**src/rtl/game_ctrl_if.sv**
```systemverilog
// Bus between the game sequencer and the player/obstacle/render side.
// Inputs are switches and datapath geometry; outputs are mode, frame strobe and scan results.
interface game_ctrl_if;
   logic [2:0]   sw;
   logic [8:0]   player_y;
   logic [199:0] obstacle_x;
   logic [179:0] obstacle_y;
   logic [1:0]   gamemode;
   logic         update_en;
   logic         scan_busy;
   logic [3:0]   crash_idx;
   logic [15:0]  score;

   modport master (
      output sw, player_y, obstacle_x, obstacle_y,
      input  gamemode, update_en, scan_busy, crash_idx, score
   );

   modport slave (
      input  sw, player_y, obstacle_x, obstacle_y,
      output gamemode, update_en, scan_busy, crash_idx, score
   );
endinterface

```
**src/rtl/game_ctrl.sv**
```systemverilog
// Runner-game sequencer: mode FSM, frame strobe and per-frame obstacle collision scan.
// Define GAME_CTRL_GODMODE_EN to keep scanning but never end the game on a crash.
module game_ctrl #(
   parameter int unsigned FRAME_DIV   = 833333,
   parameter int unsigned PLAYER_X    = 100,
   parameter int unsigned PLAYER_SIZE = 40,
   parameter int unsigned N_OBS       = 10
) (
   input logic        clk,
   input logic        rst_n,
   game_ctrl_if.slave bus
);
   localparam int unsigned     DW      = $clog2(FRAME_DIV);
   localparam logic [DW-1:0]   DIV_MAX = DW'(FRAME_DIV - 1);
   localparam logic [10:0]     P_LEFT  = 11'(PLAYER_X);
   localparam logic [10:0]     P_RIGHT = 11'(PLAYER_X + PLAYER_SIZE);
   localparam logic [10:0]     P_SIZE  = 11'(PLAYER_SIZE);
   localparam logic [3:0]      NO_HIT  = 4'hF;
   localparam logic [3:0]      LAST_K  = 4'(N_OBS - 1);
`ifdef GAME_CTRL_GODMODE_EN
   localparam bit GODMODE = 1'b1;
`else
   localparam bit GODMODE = 1'b0;
`endif

   typedef enum logic [1:0] {
      IDLE  = 2'b00,
      RUN   = 2'b01,
      PAUSE = 2'b10,
      OVER  = 2'b11
   } state_t;

   state_t        state, run_next;
   logic [DW-1:0] div;
   logic [3:0]    k;
   logic          hit;
   logic          update_en, scan_busy;
   logic [3:0]    crash_idx;
   logic [15:0]   score;

   logic [9:0]    x_left, x_right;
   logic [8:0]    y_top, y_bottom;
   logic          hit_now, scan_hit, scan_done, scan_abort, scan_start;

   // sw[0] belongs to the player datapath
   logic          unused_sw0;
   assign unused_sw0 = bus.sw[0];

   always_comb begin
      x_left   = '0;
      x_right  = '0;
      y_top    = '0;
      y_bottom = '0;
      for (int unsigned i = 0; i < N_OBS; i++) begin
         if (k == 4'(i)) begin
            x_left   = bus.obstacle_x[20*i +: 10];
            x_right  = bus.obstacle_x[20*i+10 +: 10];
            y_top    = bus.obstacle_y[18*i +: 9];
            y_bottom = bus.obstacle_y[18*i+9 +: 9];
         end
      end
   end

   assign hit_now = (x_left != x_right)
                  && ({1'b0, x_left} < P_RIGHT) && (P_LEFT < {1'b0, x_right})
                  && ({2'b0, y_top} < {2'b0, bus.player_y} + P_SIZE)
                  && ({2'b0, bus.player_y} < {2'b0, y_bottom});
   assign scan_hit  = hit | hit_now;
   assign scan_done = scan_busy && (k == LAST_K);

   always_comb begin
      run_next = RUN;
      if (scan_done && scan_hit && !GODMODE) run_next = OVER;
      else if (!bus.sw[1])                   run_next = IDLE;
      else if (bus.sw[2])                    run_next = PAUSE;
   end

   // A frame strobe that coincides with leaving RUN starts no scan
   assign scan_abort = (state == RUN) && scan_busy && (run_next == IDLE || run_next == PAUSE);
   assign scan_start = (state == RUN) && update_en && (run_next == RUN);

   always_ff @(posedge clk or negedge rst_n) begin
      if (!rst_n) begin
         state     <= IDLE;
         div       <= '0;
         update_en <= 1'b0;
         scan_busy <= 1'b0;
         k         <= '0;
         hit       <= 1'b0;
         crash_idx <= NO_HIT;
         score     <= '0;
      end else begin
         case (state)
            IDLE: if (bus.sw[1] && !bus.sw[2]) begin
               state <= RUN;
               score <= '0;
            end
            RUN:   state <= run_next;
            PAUSE: if (!bus.sw[1]) state <= IDLE;
                   else if (!bus.sw[2]) state <= RUN;
            OVER:  if (!bus.sw[1]) state <= IDLE;
            default: state <= IDLE;
         endcase

         case (state)
            RUN:     div <= (div == DIV_MAX) ? '0 : div + DW'(1);
            PAUSE:   div <= div;
            default: div <= '0;
         endcase
         update_en <= (state == RUN) && (div == DIV_MAX);

         if (scan_abort) begin
            scan_busy <= 1'b0;
            k         <= '0;
            hit       <= 1'b0;
            crash_idx <= NO_HIT;
         end else if (scan_start) begin
            scan_busy <= 1'b1;
            k         <= '0;
            hit       <= 1'b0;
            crash_idx <= NO_HIT;
         end else if (scan_busy) begin
            if (hit_now && !hit) crash_idx <= k;
            hit <= scan_hit;
            if (scan_done) begin
               scan_busy <= 1'b0;
               k         <= '0;
               if ((GODMODE || !scan_hit) && (score != '1)) score <= score + 16'd1;
            end else begin
               k <= k + 4'd1;
            end
         end
      end
   end

   assign bus.gamemode  = state;
   assign bus.update_en = update_en;
   assign bus.scan_busy = scan_busy;
   assign bus.crash_idx = crash_idx;
   assign bus.score     = score;
endmodule

```
**src/flat_wrapper.sv**
```systemverilog
// flat-port wrapper written by rule: the top's interface ports become plain ports
module game_ctrl_flat 
#(
   parameter int unsigned FRAME_DIV   = 833333,
   parameter int unsigned PLAYER_X    = 100,
   parameter int unsigned PLAYER_SIZE = 40,
   parameter int unsigned N_OBS       = 10
)
  (clk, rst_n, bus_sw, bus_player_y, bus_obstacle_x, bus_obstacle_y, bus_gamemode, bus_update_en, bus_scan_busy, bus_crash_idx, bus_score);
  game_ctrl_if bus_i ();
  input logic clk;
  input logic rst_n;
  input wire logic [$bits(bus_i.sw)-1:0] bus_sw;
  input wire logic [$bits(bus_i.player_y)-1:0] bus_player_y;
  input wire logic [$bits(bus_i.obstacle_x)-1:0] bus_obstacle_x;
  input wire logic [$bits(bus_i.obstacle_y)-1:0] bus_obstacle_y;
  output wire logic [$bits(bus_i.gamemode)-1:0] bus_gamemode;
  output wire logic [$bits(bus_i.update_en)-1:0] bus_update_en;
  output wire logic [$bits(bus_i.scan_busy)-1:0] bus_scan_busy;
  output wire logic [$bits(bus_i.crash_idx)-1:0] bus_crash_idx;
  output wire logic [$bits(bus_i.score)-1:0] bus_score;
  assign bus_i.sw = bus_sw;
  assign bus_i.player_y = bus_player_y;
  assign bus_i.obstacle_x = bus_obstacle_x;
  assign bus_i.obstacle_y = bus_obstacle_y;
  assign bus_gamemode = bus_i.gamemode;
  assign bus_update_en = bus_i.update_en;
  assign bus_scan_busy = bus_i.scan_busy;
  assign bus_crash_idx = bus_i.crash_idx;
  assign bus_score = bus_i.score;
  game_ctrl #(.FRAME_DIV(FRAME_DIV), .PLAYER_X(PLAYER_X), .PLAYER_SIZE(PLAYER_SIZE), .N_OBS(N_OBS)) u_core (.clk(clk), .rst_n(rst_n), .bus(bus_i));
endmodule
```
**config.mk**
```make
export PLATFORM = sky130hd
export DESIGN_NAME = game_ctrl_flat
export DESIGN_NICKNAME = d
export VERILOG_FILES = /design/src/rtl/game_ctrl_if.sv /design/src/rtl/game_ctrl.sv /design/src/flat_wrapper.sv
export SDC_FILE = /design/constraint.sdc
export NUM_CORES = 1
export LEC_CHECK = 0
export ABC_AREA = 1
export ABC_CLOCK_PERIOD_IN_PS = 6140
export CORE_AREA = 2 2 161 163
export DETAILED_ROUTE_END_ITERATION = 8
export DIE_AREA = 0 0 163 165
export HOLD_SLACK_MARGIN = 0.03
export PLACE_DENSITY_LB_ADDON = 0.2
export SLEW_MARGIN = 20
export SYNTH_ARGS = -nofsm -noshare
export SYNTH_HDL_FRONTEND = slang
export SYNTH_SLANG_ARGS = --single-unit
```
**constraint.sdc**
```tcl
create_clock -name clk -period 6.14 [get_ports clk]
set_input_delay 1.535 -clock clk [delete_from_list [all_inputs] [get_ports clk]]
set_output_delay 1.535 -clock clk [all_outputs]
set_load 0.02 [all_outputs]
```
==> results.cfg <==
[status]
status = complete, no violations

[worst_setup_path]
rr_endpoint = u_core.bus.crash_idx[1]
crit_type = primary input to register
reg2reg_depth = 30
max_stage_delay_ns = 0.46
crit_arrival_ns = 5.92
cp_max_fo = 9
required_ns = 6.38
crit_top_cell = nand2_1
critPathSlowestCell = a221oi_2
cp-start-kind = primary input
r2r-start = u_core.k[1]
regToRegSetupSlack_ns = 0.65
cp-end-kind = register

[power_and_ir_drop]
power.switching_mw = 2.54
pwr-share-seq_pct = 11.0
total_power_mw = 4.46
ir_drop_mv = 0.259
internal_power_mw = 1.93
pwr-share-comb_pct = 82.7
p_leak_nw = 5.39
clkPwrFrac_pct = 6.4
power-per-cell-area_nw_per_um2 = 368
power_switching_share_pct = 56.8

[logic_synthesis]
yosys.area.top_type = nand2_1
synthDistinctLibCells = 52
syn_nets = 1749
ys_seq_area_share_pct = 16.6
yosys.area_share.adder_pct = 4.05
synth_cells = 1331
synth-edff-count = 0
synthTopCellsByArea = nand2_1, dfrtp_1, nand3_1, nor2_1, inv_1
yosys.area_share.simple_pct = 47.4
synth_compound_area_share_pct = 16.9
muxShareOfSynthArea_pct = 0
synth-main-ff-cell = dfrtp_1
async_flop_share_pct = 100
syn_area_um2 = 7420
synthXorXnorAreaFrac_pct = 3.31
synth.most_common_cell = nand2_1
synth_top_family_by_area = simple AND/OR/NAND/NOR gates
synth_top_area_share_pct = 24.4
synth_warnings = 0
synth_common_cells = nand2_1, nor2_1, inv_1
syn_area_per_cell_um2 = 5.57
ys_seq_elements = 49

[worst_hold_path]
hold_path_end = u_core.bus.crash_idx[0]
holdPathStages = 2
hold_path_class = register to register
hp-start = u_core.bus.crash_idx[0]

[die]
io_pins = 418
start_util_pct = 29.6
dieArea_um2 = 26900
rows = 58
coreArea_um2 = 25000
die_h_um = 165
die_x_um = 163

[job]
drv_cap = 0

[clock_network]
clk_latency_ns = 0.30
ctsHoldBuffers = 0
cts_tree = built
clockBufferDepth = 2
cts.htree.levels = 2
post-cts-setup-buffers = 0
cts_inserted_buffers = 5
clockRootBuffer = clkbuf_16
clock_sinks = 49
clk_pin_slew_ns = 0.08
cts_resized = 0

[grt]
grt_max_degree = 50
grt_pass1_wl_um = 60100
antenna_found_initial = 8
grt.total_usage_pct = 29.9
grt.overflow.total = 0
grt_pass1_vias = 9644

[timing]
finalSetupViolations = 0
fin_setup_tns_ns = 0
maxSlewHeadroom_pct = 49.2
final.setup_skew_ns = 0.0113
max_slew.worst_pin.slew_ns = 0.761
min_period_ns = 5.68
rsz0062_at_grt = false
fmax_mhz = 176
report.final.slew_viol_count = 0
hold_violations = 0
period_share_pct = 92.5

[drt]
dr.pass1.iters = 5
wl_um = 41900
antenna_left = 0
drt_iter0_markers = 760
vias_per_cell = 5.03
vias = 10300
drc = 0
routedWlPerCell_um = 20.3

[final_layout]
layout.nets = 2140
final_util_pct = 48.5
fillers = 2618
layout-drive-gt1-share_pct = 5.80
final_cell_area_um2 = 12100
syn2layout_area_growth_pct = 63.5

[placement]
dpl.hpwl_um = 34500
placed_area_um2 = 12000
numPortBuffers = 416
place_congestion = 1.01
-- sequential cells by signal, summed over array words and instances, names as in the netlist --
register,flops
u_core.bus.update_en,1
u_core.div,20
u_core.bus.score,16
u_core.hit,1
u_core.k,4
u_core.bus.gamemode,2
u_core.bus.crash_idx,4
u_core.bus.scan_busy,1
-- per-stage QoR --
stage / worst slack [ns] / std cells / hold slack [ns]
5_1_grt: 0.0528 / 2059 / 0.486
3_3_place_gp: 0.0189 / 2045 / 0.463
6_report: 0.462 / 2059 / 0.471
2_1_floorplan: 1.63 / 1331 / 0.495
4_1_cts: 0.278 / 2053 / 0.474
3_5_place_dp: -0.00646 / 2045 / 0.454
-- area by class of cell --
type,instances,area [µm²],share of cell area (%)
well taps,330,413,3.40
diodes,6,15.0,0.124
inverters,140,528,4.35
flip-flops and latches,49,1230,10.1
clock buffers,5,125,1.03
multi-input cells,1073,5330,44.0
repair buffers,453,4460,36.8
clock inverters,3,25.0,0.206
-- worst max path at each step --
| stage | from | end | slack, ns | depth (start not counted) |
|---|---|---|---|---|
| after detailed placement | bus_obstacle_y[35] | u_core.bus.crash_idx[3] | -0.006 | 27 |
| after global routing | bus_obstacle_y[35] | u_core.bus.crash_idx[2] | 0.05 | 27 |
| after global placement | bus_obstacle_y[35] | u_core.bus.crash_idx[1] | 0.02 | 27 |
| final | bus_obstacle_y[35] | u_core.bus.crash_idx[1] | 0.46 | 27 |
| after CTS | bus_obstacle_y[35] | u_core.bus.crash_idx[2] | 0.28 | 27 |
| after floorplan | bus_obstacle_y[26] | u_core.bus.score[7] | 1.63 | 23 |
-- placed cells by master (no fill, tap or decap), types with 16 or more instances in the layout --
master / n
ha_1: 24
or2_2: 16
nor2_1: 125
nand2_1: 483
dfrtp_1: 45
o21ai_0: 65
nand3_1: 114
o22ai_1: 19
clkdlybuf4s50_1: 415
nand4_1: 21
inv_1: 125
a21oi_1: 43
xor2_1: 23
buf_4: 35
-- power by group through the flow --
stage               Clock (mW)  Combinational, mW  Sequential (mW)
floorplan                    0               2.19            0.525
detailed placement           0               3.68            0.493
global placement             0               3.65            0.495
global route             0.305               4.07            0.503
CTS                      0.291               3.70            0.489
finish                   0.284               3.69            0.489
-- logic make-up (layout without fill, tap and decap cells) --
kind of cell / Yosys count / after routing
flip-flops: 49 / 49
AO/OA/AOI/OAI: 204 / 204
XOR/XNOR: 28 / 28
other: 0 / 6
buffers and inverters: 209 / 601
adder cells (fa/ha/maj): 24 / 24
AND/OR/NAND/NOR: 817 / 817
-- worst max-delay path: cells and delay by family --
| kind | cells | cell delay (ns) |
|---|---|---|
| AO/OA/AOI/OAI | 9 | 1.71 |
| AND/OR/NAND/NOR | 13 | 1.41 |
| buffers and inverters | 4 | 0.98 |
| adder cells (fa/ha/maj) | 1 | 0.27 |
-- routing by layer --
metal | vias to the layer above | GRT usage [%] | routed length, µm
li1 | 5117 | - | -
met1 | 4783 | 37.9 | 17600
met2 | 393 | 52.0 | 20000
met3 | 52 | 6.03 | 3340
met4 | 4 | 7.76 | 916
met5 | - | 0 | 31
Note: power is estimated with default switching activity, not from simulation.
